File: src/rtl/uart_rx_stream.sv
// UART receiver: 2-flop synchroniser, 8-bit deframer with optional parity,
// small FIFO driving a valid/ready byte stream; line errors as 1-cycle pulses.
`timescale 1ns / 1ps
module uart_rx_stream #(
    parameter int    CLK_FREQ  = 50000000,
    parameter int    BAUD_RATE = 115200,
    parameter string PARITY    = "NONE",
    parameter int    FIFO_AW   = 2
) (
    input  logic       clk,
    input  logic       rstn,
    input  logic       i_uart_rx,
    output logic       o_tvalid,
    output logic [7:0] o_tdata,
    input  logic       i_tready,
    output logic       o_err_frame,
    output logic       o_err_par,
    output logic       o_err_ovr
);
    localparam int BAUD_DIV = (CLK_FREQ + BAUD_RATE / 2) / BAUD_RATE;
    localparam int CW = $clog2(BAUD_DIV);
    localparam int PW = FIFO_AW + 1;
    localparam int DEPTH = 2 ** FIFO_AW;
    localparam logic [CW-1:0] HALF_M1 = CW'(BAUD_DIV / 2 - 1);
    localparam logic [CW-1:0] FULL_M1 = CW'(BAUD_DIV - 1);
    localparam logic PAR_EN = (PARITY != "NONE");
    localparam logic PAR_ODD = (PARITY == "ODD");

    typedef enum logic [2:0] {
        S_IDLE,
        S_START,
        S_DATA,
        S_PARITY,
        S_STOP,
        S_BREAK
    } state_e;

    logic rx_meta_q, rx_s_q;

    always_ff @(posedge clk or negedge rstn) begin
        if (!rstn) begin
            rx_meta_q <= 1'b1;
            rx_s_q    <= 1'b1;
        end else begin
            rx_meta_q <= i_uart_rx;
            rx_s_q    <= rx_meta_q;
        end
    end

    state_e        state_q;
    logic [CW-1:0] cnt_q;
    logic [2:0]    bit_q;
    logic [7:0]    shift_q;
    logic          par_bad_q;
    logic          push_q;
    logic [7:0]    push_data_q;
    logic          err_frame_q;
    logic          err_par_q;
    logic          tick;

    assign tick = (cnt_q == FULL_M1);

    always_ff @(posedge clk or negedge rstn) begin
        if (!rstn) begin
            state_q     <= S_IDLE;
            cnt_q       <= '0;
            bit_q       <= '0;
            shift_q     <= '0;
            par_bad_q   <= 1'b0;
            push_q      <= 1'b0;
            push_data_q <= '0;
            err_frame_q <= 1'b0;
            err_par_q   <= 1'b0;
        end else begin
            push_q      <= 1'b0;
            err_frame_q <= 1'b0;
            err_par_q   <= 1'b0;
            unique case (state_q)
                S_IDLE: begin
                    cnt_q <= '0;
                    if (!rx_s_q) state_q <= S_START;
                end
                S_START: begin
                    if (cnt_q == HALF_M1) begin
                        cnt_q <= '0;
                        if (rx_s_q) begin
                            state_q <= S_IDLE;
                        end else begin
                            state_q   <= S_DATA;
                            bit_q     <= '0;
                            par_bad_q <= 1'b0;
                        end
                    end else begin
                        cnt_q <= cnt_q + CW'(1);
                    end
                end
                S_DATA: begin
                    if (tick) begin
                        cnt_q   <= '0;
                        shift_q <= {rx_s_q, shift_q[7:1]};
                        bit_q   <= bit_q + 3'd1;
                        if (bit_q == 3'd7)
                            state_q <= PAR_EN ? S_PARITY : S_STOP;
                    end else begin
                        cnt_q <= cnt_q + CW'(1);
                    end
                end
                S_PARITY: begin
                    if (tick) begin
                        cnt_q     <= '0;
                        par_bad_q <= (^shift_q) ^ rx_s_q ^ PAR_ODD;
                        state_q   <= S_STOP;
                    end else begin
                        cnt_q <= cnt_q + CW'(1);
                    end
                end
                S_STOP: begin
                    if (tick) begin
                        cnt_q <= '0;
                        if (!rx_s_q) begin
                            err_frame_q <= 1'b1;
                            state_q     <= S_BREAK;
                        end else begin
                            state_q <= S_IDLE;
                            if (par_bad_q) begin
                                err_par_q <= 1'b1;
                            end else begin
                                push_q      <= 1'b1;
                                push_data_q <= shift_q;
                            end
                        end
                    end else begin
                        cnt_q <= cnt_q + CW'(1);
                    end
                end
                S_BREAK: begin
                    // a held-low line must not look like a fresh start bit
                    cnt_q <= '0;
                    if (rx_s_q) state_q <= S_IDLE;
                end
                default: begin
                    state_q <= S_IDLE;
                    cnt_q   <= '0;
                end
            endcase
        end
    end

    logic [PW-1:0] wptr_q, wptr_d, rptr_q, rptr_d;
    logic [7:0]    mem_q [DEPTH];
    logic [7:0]    mem_d [DEPTH];
    logic          full, pop, wr_en, tvalid_d;
    logic          tvalid_q;
    logic [7:0]    tdata_q;

    assign full  = (wptr_q[FIFO_AW] != rptr_q[FIFO_AW]) &&
                   (wptr_q[FIFO_AW-1:0] == rptr_q[FIFO_AW-1:0]);
    assign pop   = tvalid_q & i_tready;
    assign wr_en = push_q & (~full | pop);

    always_comb begin
        mem_d = mem_q;
        if (wr_en) mem_d[wptr_q[FIFO_AW-1:0]] = push_data_q;
        wptr_d   = wptr_q + PW'(wr_en);
        rptr_d   = rptr_q + PW'(pop);
        tvalid_d = (wptr_d != rptr_d);
    end

    always_ff @(posedge clk) begin
        mem_q <= mem_d;
    end

    // output regs track the next head so the head is visible without a bubble
    always_ff @(posedge clk or negedge rstn) begin
        if (!rstn) begin
            wptr_q   <= '0;
            rptr_q   <= '0;
            tvalid_q <= 1'b0;
            tdata_q  <= '0;
        end else begin
            wptr_q   <= wptr_d;
            rptr_q   <= rptr_d;
            tvalid_q <= tvalid_d;
            if (tvalid_d) tdata_q <= mem_d[rptr_d[FIFO_AW-1:0]];
        end
    end

    assign o_tvalid    = tvalid_q;
    assign o_tdata     = tdata_q;
    assign o_err_frame = err_frame_q;
    assign o_err_par   = err_par_q;
    assign o_err_ovr   = push_q & full & ~pop;
endmodule

File: config.mk
export PLATFORM = sky130hd
export DESIGN_NAME = uart_rx_stream
export DESIGN_NICKNAME = d
export VERILOG_FILES = /design/src/rtl/uart_rx_stream.sv
export SDC_FILE = /design/constraint.sdc
export NUM_CORES = 1
export LEC_CHECK = 0
export CORE_ASPECT_RATIO = 0.9
export CORE_UTILIZATION = 43
export CTS_BUF_LIST = sky130_fd_sc_hd__clkbuf_8 sky130_fd_sc_hd__clkbuf_16
export CTS_CLUSTER_DIAMETER = 200
export DETAILED_ROUTE_END_ITERATION = 8
export SYNTH_ARGS = -nofsm -noshare
export SYNTH_HDL_FRONTEND = slang
export SYNTH_SLANG_ARGS = --single-unit
File: constraint.sdc
create_clock -name clk -period 3.2 [get_ports clk]
set_input_delay 0.48 -clock clk [delete_from_list [all_inputs] [get_ports clk]]
set_output_delay 0.48 -clock clk [all_outputs]
set_load 0.02 [all_outputs]
# Yosys cells after proc, flatten, opt, wreduce, memory -nomap -nowiden
# Index checks and enable logic that the tools add are counted.
[totals]
regBits = 84
input_bits = 4
out_inout_bits = 12
elab_cells = 107
[op_classes]
addsub = 4
order_cmp = 3
n_eq_ne = 19
muxes = 39
n_bitwise = 11
reduce_logical = 12
[op_table]
columns = ["op", "count"]
rows = [
  ["2-to-1 mux 3 bit", 11],
  ["bitwise mux 32 bit", 1],
  ["2-to-1 mux 32 bit", 1],
  ["2-to-1 mux 8 bit", 3],
  ["2-to-1 mux 9 bit", 2],
  ["case mux 3 bit (6 select lines)", 1],
  ["case mux 9 bit (2 select lines)", 1],
  ["binary-select mux 8 bit (select 2 bit)", 1],
  ["demux 8 bit (select 2 bit)", 1],
  ["!= test 2 bit, second input constant", 8],
  ["2-to-1 mux 1 bit", 14],
  ["AND reduction 4 bit", 3],
  ["adder 9 x 1 -> 9 bit, second input constant", 1],
  ["== test 3 bit, second input constant", 3],
  ["== test 9 x 8 -> 1 bit, second input constant", 1],
  ["== test 9 bit, second input constant", 1],
  ["parity 8 bit", 1],
  ["AND reduction 7 bit", 1],
  ["adder 3 x 1 -> 3 bit", 2],
  ["== test 3 x 2 -> 1 bit, second input constant", 2],
  ["greater-or-equal comparator 3 bit, second input constant", 2],
  ["inverter 2 -> 3 bit", 2],
  ["case mux 3 bit (2 select lines)", 1],
  ["AND 1 bit", 4],
  ["other kinds (16)", 20],
]

# Longest topological paths before layout
[logic_depth]
word_depth = 10
ltp_mapped = 11

# Worst setup path before layout
# Ideal clock, no wire load.
[synth_path]
path_kind = "register to register"
startpoint = "reg wptr_q[1]"
endpoint = "reg tdata_q[0] (netlist: o_tdata[0])"
arrival_ns = 2.484
setup_slack_ns = 0.629
path_stages_with_launch = 12
n_path_buf = 2
period_less_slack_ns = 2.571
path_cell_list = "dfrtp_1 > buf_2 > xnor2_1 > a41oi_1 > ha_1 > ha_1 > xor2_1 > xnor2_1 > o21ba_2 > buf_1 > o211ai_1 > o211ai_1"
[synth_lines]
columns = ["element", "line", "text"]
rows = [
  ["start, declared", "149", "logic [PW-1:0] wptr_q, wptr_d, rptr_q, rptr_d;"],
  ["start signal, assigned", "181", "wptr_q <= wptr_d;"],
  ["== test 2 bit", "157", "(wptr_q[FIFO_AW-1:0] == rptr_q[FIFO_AW-1:0]);"],
  ["logical AND 1 bit", "156", "assign full = (wptr_q[FIFO_AW] != rptr_q[FIFO_AW]) &&"],
  ["inverter 1 bit", "159", "assign wr_en = push_q & (~full | pop);"],
  ["OR 1 bit", "159", ""],
  ["AND 1 bit", "159", ""],
  ["adder 3 x 1 -> 3 bit *", "164", "wptr_d = wptr_q + PW'(wr_en);"],
  ["net wptr_d[2]", "149", ""],
  ["!= test 3 bit *", "166", "tvalid_d = (wptr_d != rptr_d);"],
  ["end signal, assigned", "184", "if (tvalid_d) tdata_q <= mem_d[rptr_d[FIFO_AW-1:0]];"],
  ["end, declared", "154", "logic [7:0] tdata_q;"],
]
# The timed path passes the listed nets; every way through them passes the cells marked *. The select of a mux whose other input is x is not followed.
# A chain may end at the register's enable or synchronous reset.

# Final worst setup path
[layout_path]
startpoint = "reg wptr_q[1]"
endpoint = "reg tdata_q[7] (netlist: o_tdata[7])"
# The elaborated chain is that of the path after synthesis.

==> run summary <==
status = completed
Tmin final = 2850 ps
pin count of the biggest net entering global routing = 51
design area = 4930 sq um
FF-to-FF End = o_tdata[7]$_DFFE_PN0P_
routed length per placed instance = 15.9 um
crit path max fanout = 14
Fin Setup TNS = 0 ps
H-Tree Level Count = 3
Die H = 97.4 um
R2R Path Start = wptr_q[1]$_DFF_PN0_
cells on worst reg2reg path = 9
CP Depth = 9
GRT Util Overall = 20.0%
startpoint types = register
Hold Vio Cnt, Final = 0
Avg Inst Size Synth = 9.66 sq um
Worst-Margin Slew = 766 ps
Pins Over Slew Limit = 0
nets = 480
Worst setup EP type = register
Async SR Flop Fraction = 61.9%
Hold Path Class = in -> async
MaxCap Viol Count = 0
slowest CP cell = dfrtp_1
P_leak = 0.00197 uW
Yosys reg bits = 84
syn nets = 463
Setup Crit Path Kind = reg -> reg
Buf/Inv on CP = 0
IO Port Bufs = 15
setup violators final = 0
Final ANT Viol Nets = 0
Initial Util = 44.6%
vias per inst = 5.67
clock buffer depth = 2
total CTS buffers = 9
number of synthesized flops with an enable pin = 0
Final period util = 89.0%
row count = 34
family with the most delay on the worst path = compound AO/OA/AOI/OAI gates
clk sinks = 84
Max VDD drop = 0.674 mV
global-route wire length before repair = 16500 um
RSZ-0062 raised after global routing = false
antenna violations before repair = 0
Post-Synthesis Cell Area = 4350 sq um
Die W = 108 um
post-synthesis sequential area ratio = 44.7%
f_max = 0.351 GHz
CP Capture Point = o_tdata[7]$_DFFE_PN0P_
clock skew = 7.37 ps
Slew headroom = 48.9%
drt first pass iters = 5
CTS root buffer = clkbuf_8
Initial DRC Count = 188
DP Area = 4690 sq um
Ant. Diodes = 0
dpl hpwl = 6690 um
WP data required = 3460 ps
DRC violations left = 0
total grt overflow = 0
CTS Hold Buffers Added = 0
Final Wtd Congestion = 0.805
top_reg_cell synth = dfrtp_1
slowest stage delay, CP = 730 ps
CP cell instances = xnor2_1, a41oi_1, ha_1, ha_1, xor2_1, xnor2_1, o21a_1, o311ai_0, o211ai_1
Core ar. = 9740 sq um
Distinct cells, synth = 54
vias in the first global route = 3370
IO Pins = 16
die area = 10500 sq um
via count = 3391
wirelength, routed = 9500 um
minimum setup slack among reg-to-reg paths = 350 ps
postcts setup bufs = 0
pwr dens = 617 nW/um^2
Arr. time, crit path = 3110 ps
P&R area growth vs syn = 13.3%
Worst Setup SP = wptr_q[1]$_DFF_PN0_
clk_lat worst skew = 350 ps
CTS clk-pin slew, worst paths = 90 ps
fillers = 904
CTS tree = built
layout cells sized above 1 = 15.0%
YS warnings = 0
Post-Syn Instances = 450
# resized after CTS = 0
-- sequential cells by signal (all words and copies together) (netlist names) --
name	count
o_err_frame	1
o_err_par	1
push_data_q	8
wptr_q	3
state_q	3
o_tdata	8
cnt_q	9
rx_meta_q	1
mem_q	32
rx_s_q	1
o_tvalid	1
bit_q	3
push_q	1
par_bad_q	1
rptr_q	3
shift_q	8
-- synth_stat cells, types with 2 or more instances --
library cell / instances / area share, %
o211ai_1: 15 / 2.6
o22ai_1: 2 / 0.29
nor3_1: 4 / 0.46
nor2_1: 34 / 2.9
clkbuf_1: 12 / 1.0
o41ai_2: 2 / 0.75
nand4_1: 2 / 0.29
a221o_1: 7 / 1.6
ha_1: 9 / 2.6
or3_1: 7 / 1.0
nand2b_1: 10 / 1.4
buf_2: 8 / 0.92
inv_1: 16 / 1.4
xnor2_1: 17 / 3.4
o31ai_1: 7 / 1.2
nor3b_1: 2 / 0.35
buf_1: 2 / 0.17
dfrtp_1: 50 / 29
a22oi_1: 14 / 2.4
a21o_1: 7 / 1.2
o32ai_1: 7 / 1.4
nor2b_1: 17 / 2.4
mux2_2: 27 / 7.0
xor2_1: 6 / 1.2
dfxtp_1: 32 / 15
dfstp_2: 2 / 1.2
o21ai_0: 44 / 5.1
o41a_1: 2 / 0.52
nand3_1: 10 / 1.2
nand2_1: 48 / 4.1
and3_1: 3 / 0.43
xor2_2: 2 / 0.75
clkinv_1: 2 / 0.17
-- how the worst min path moves through the flow --
| stage | end | depth (start not counted) |
|---|---|---|
| floorplan | bit_q[0]$_DFFE_PN0P_ | 0 |
| global placement | rx_s_q$_DFF_PN1_ | 0 |
| detailed placement | rx_s_q$_DFF_PN1_ | 0 |
| CTS | cnt_q[0]$_DFF_PN0_ | 1 |
| global route | cnt_q[0]$_DFF_PN0_ | 1 |
| finish | cnt_q[0]$_DFF_PN0_ | 1 |
-- power by group --
group          internal (uW)  switching (uW)  total, uW
sequential              1110            53.4       1160
clock                    517             384        901
combinational            366             609        976
total                   1990            1050       3040
-- area by class of cell --
class / instances / area (sq um) / share of cell area, %
flip-flops and latches: 84 / 1940 / 39.5
inverters: 18 / 67.6 / 1.37
repair buffers: 28 / 255 / 5.18
clock inverters: 7 / 116 / 2.36
multi-input cells: 326 / 2260 / 45.9
well taps: 126 / 158 / 3.20
clock buffers: 9 / 124 / 2.51
-- cells by family (layout without fill, tap and decap cells) --
family                   count (synthesis)  count (layout)  share of synthesized area (%)
XOR/XNOR                                26              26                           5.76
flip-flops                              84              84                           44.7
multiplexers                            27              27                           6.99
AO/OA/AOI/OAI                          118             118                           19.8
AND/OR/NAND/NOR                        146             146                           16.5
buffers and inverters                   40              62                           3.68
adder cells (fa/ha/maj)                  9               9                           2.59
-- placed cells by master (no fill, tap or decap), types with 12 or more instances in the layout --
cell	instances
dfrtp_1	50
nand2_1	48
o21ai_0	44
nor2_1	34
dfxtp_1	32
mux2_2	27
inv_1	17
nor2b_1	17
xnor2_1	17
o211ai_1	15
a22oi_1	14
clkdlybuf4s50_1	14
buf_4	12
-- metal layers --
metal	up-vias	GRT usage, %	part of all wire (%)
met5	-	0	0
met1	1628	28.6	49
met3	14	3.42	4.0
li1	1655	-	-
met4	0	6.32	1.3
met2	94	30.5	45
-- per-stage QoR --
| stage | worst slack, ps | util (%) | hold slack [ps] | power, uW | instances |
|---|---|---|---|---|---|
| 5_1_grt | 28.0 | 50.6 | 229 | 3230 | 598 |
| 3_5_place_dp | 274 | 48.1 | 347 | 2160 | 582 |
| 3_3_place_gp | 360 | 48.1 | 346 | 2130 | 582 |
| 4_1_cts | 352 | 50.6 | 197 | 3070 | 598 |
| 6_report | 352 | 50.6 | 193 | 3040 | 598 |
| 2_1_floorplan | 629 | - | 184 | 1850 | 450 |
(Power assumes the default switching activity.)
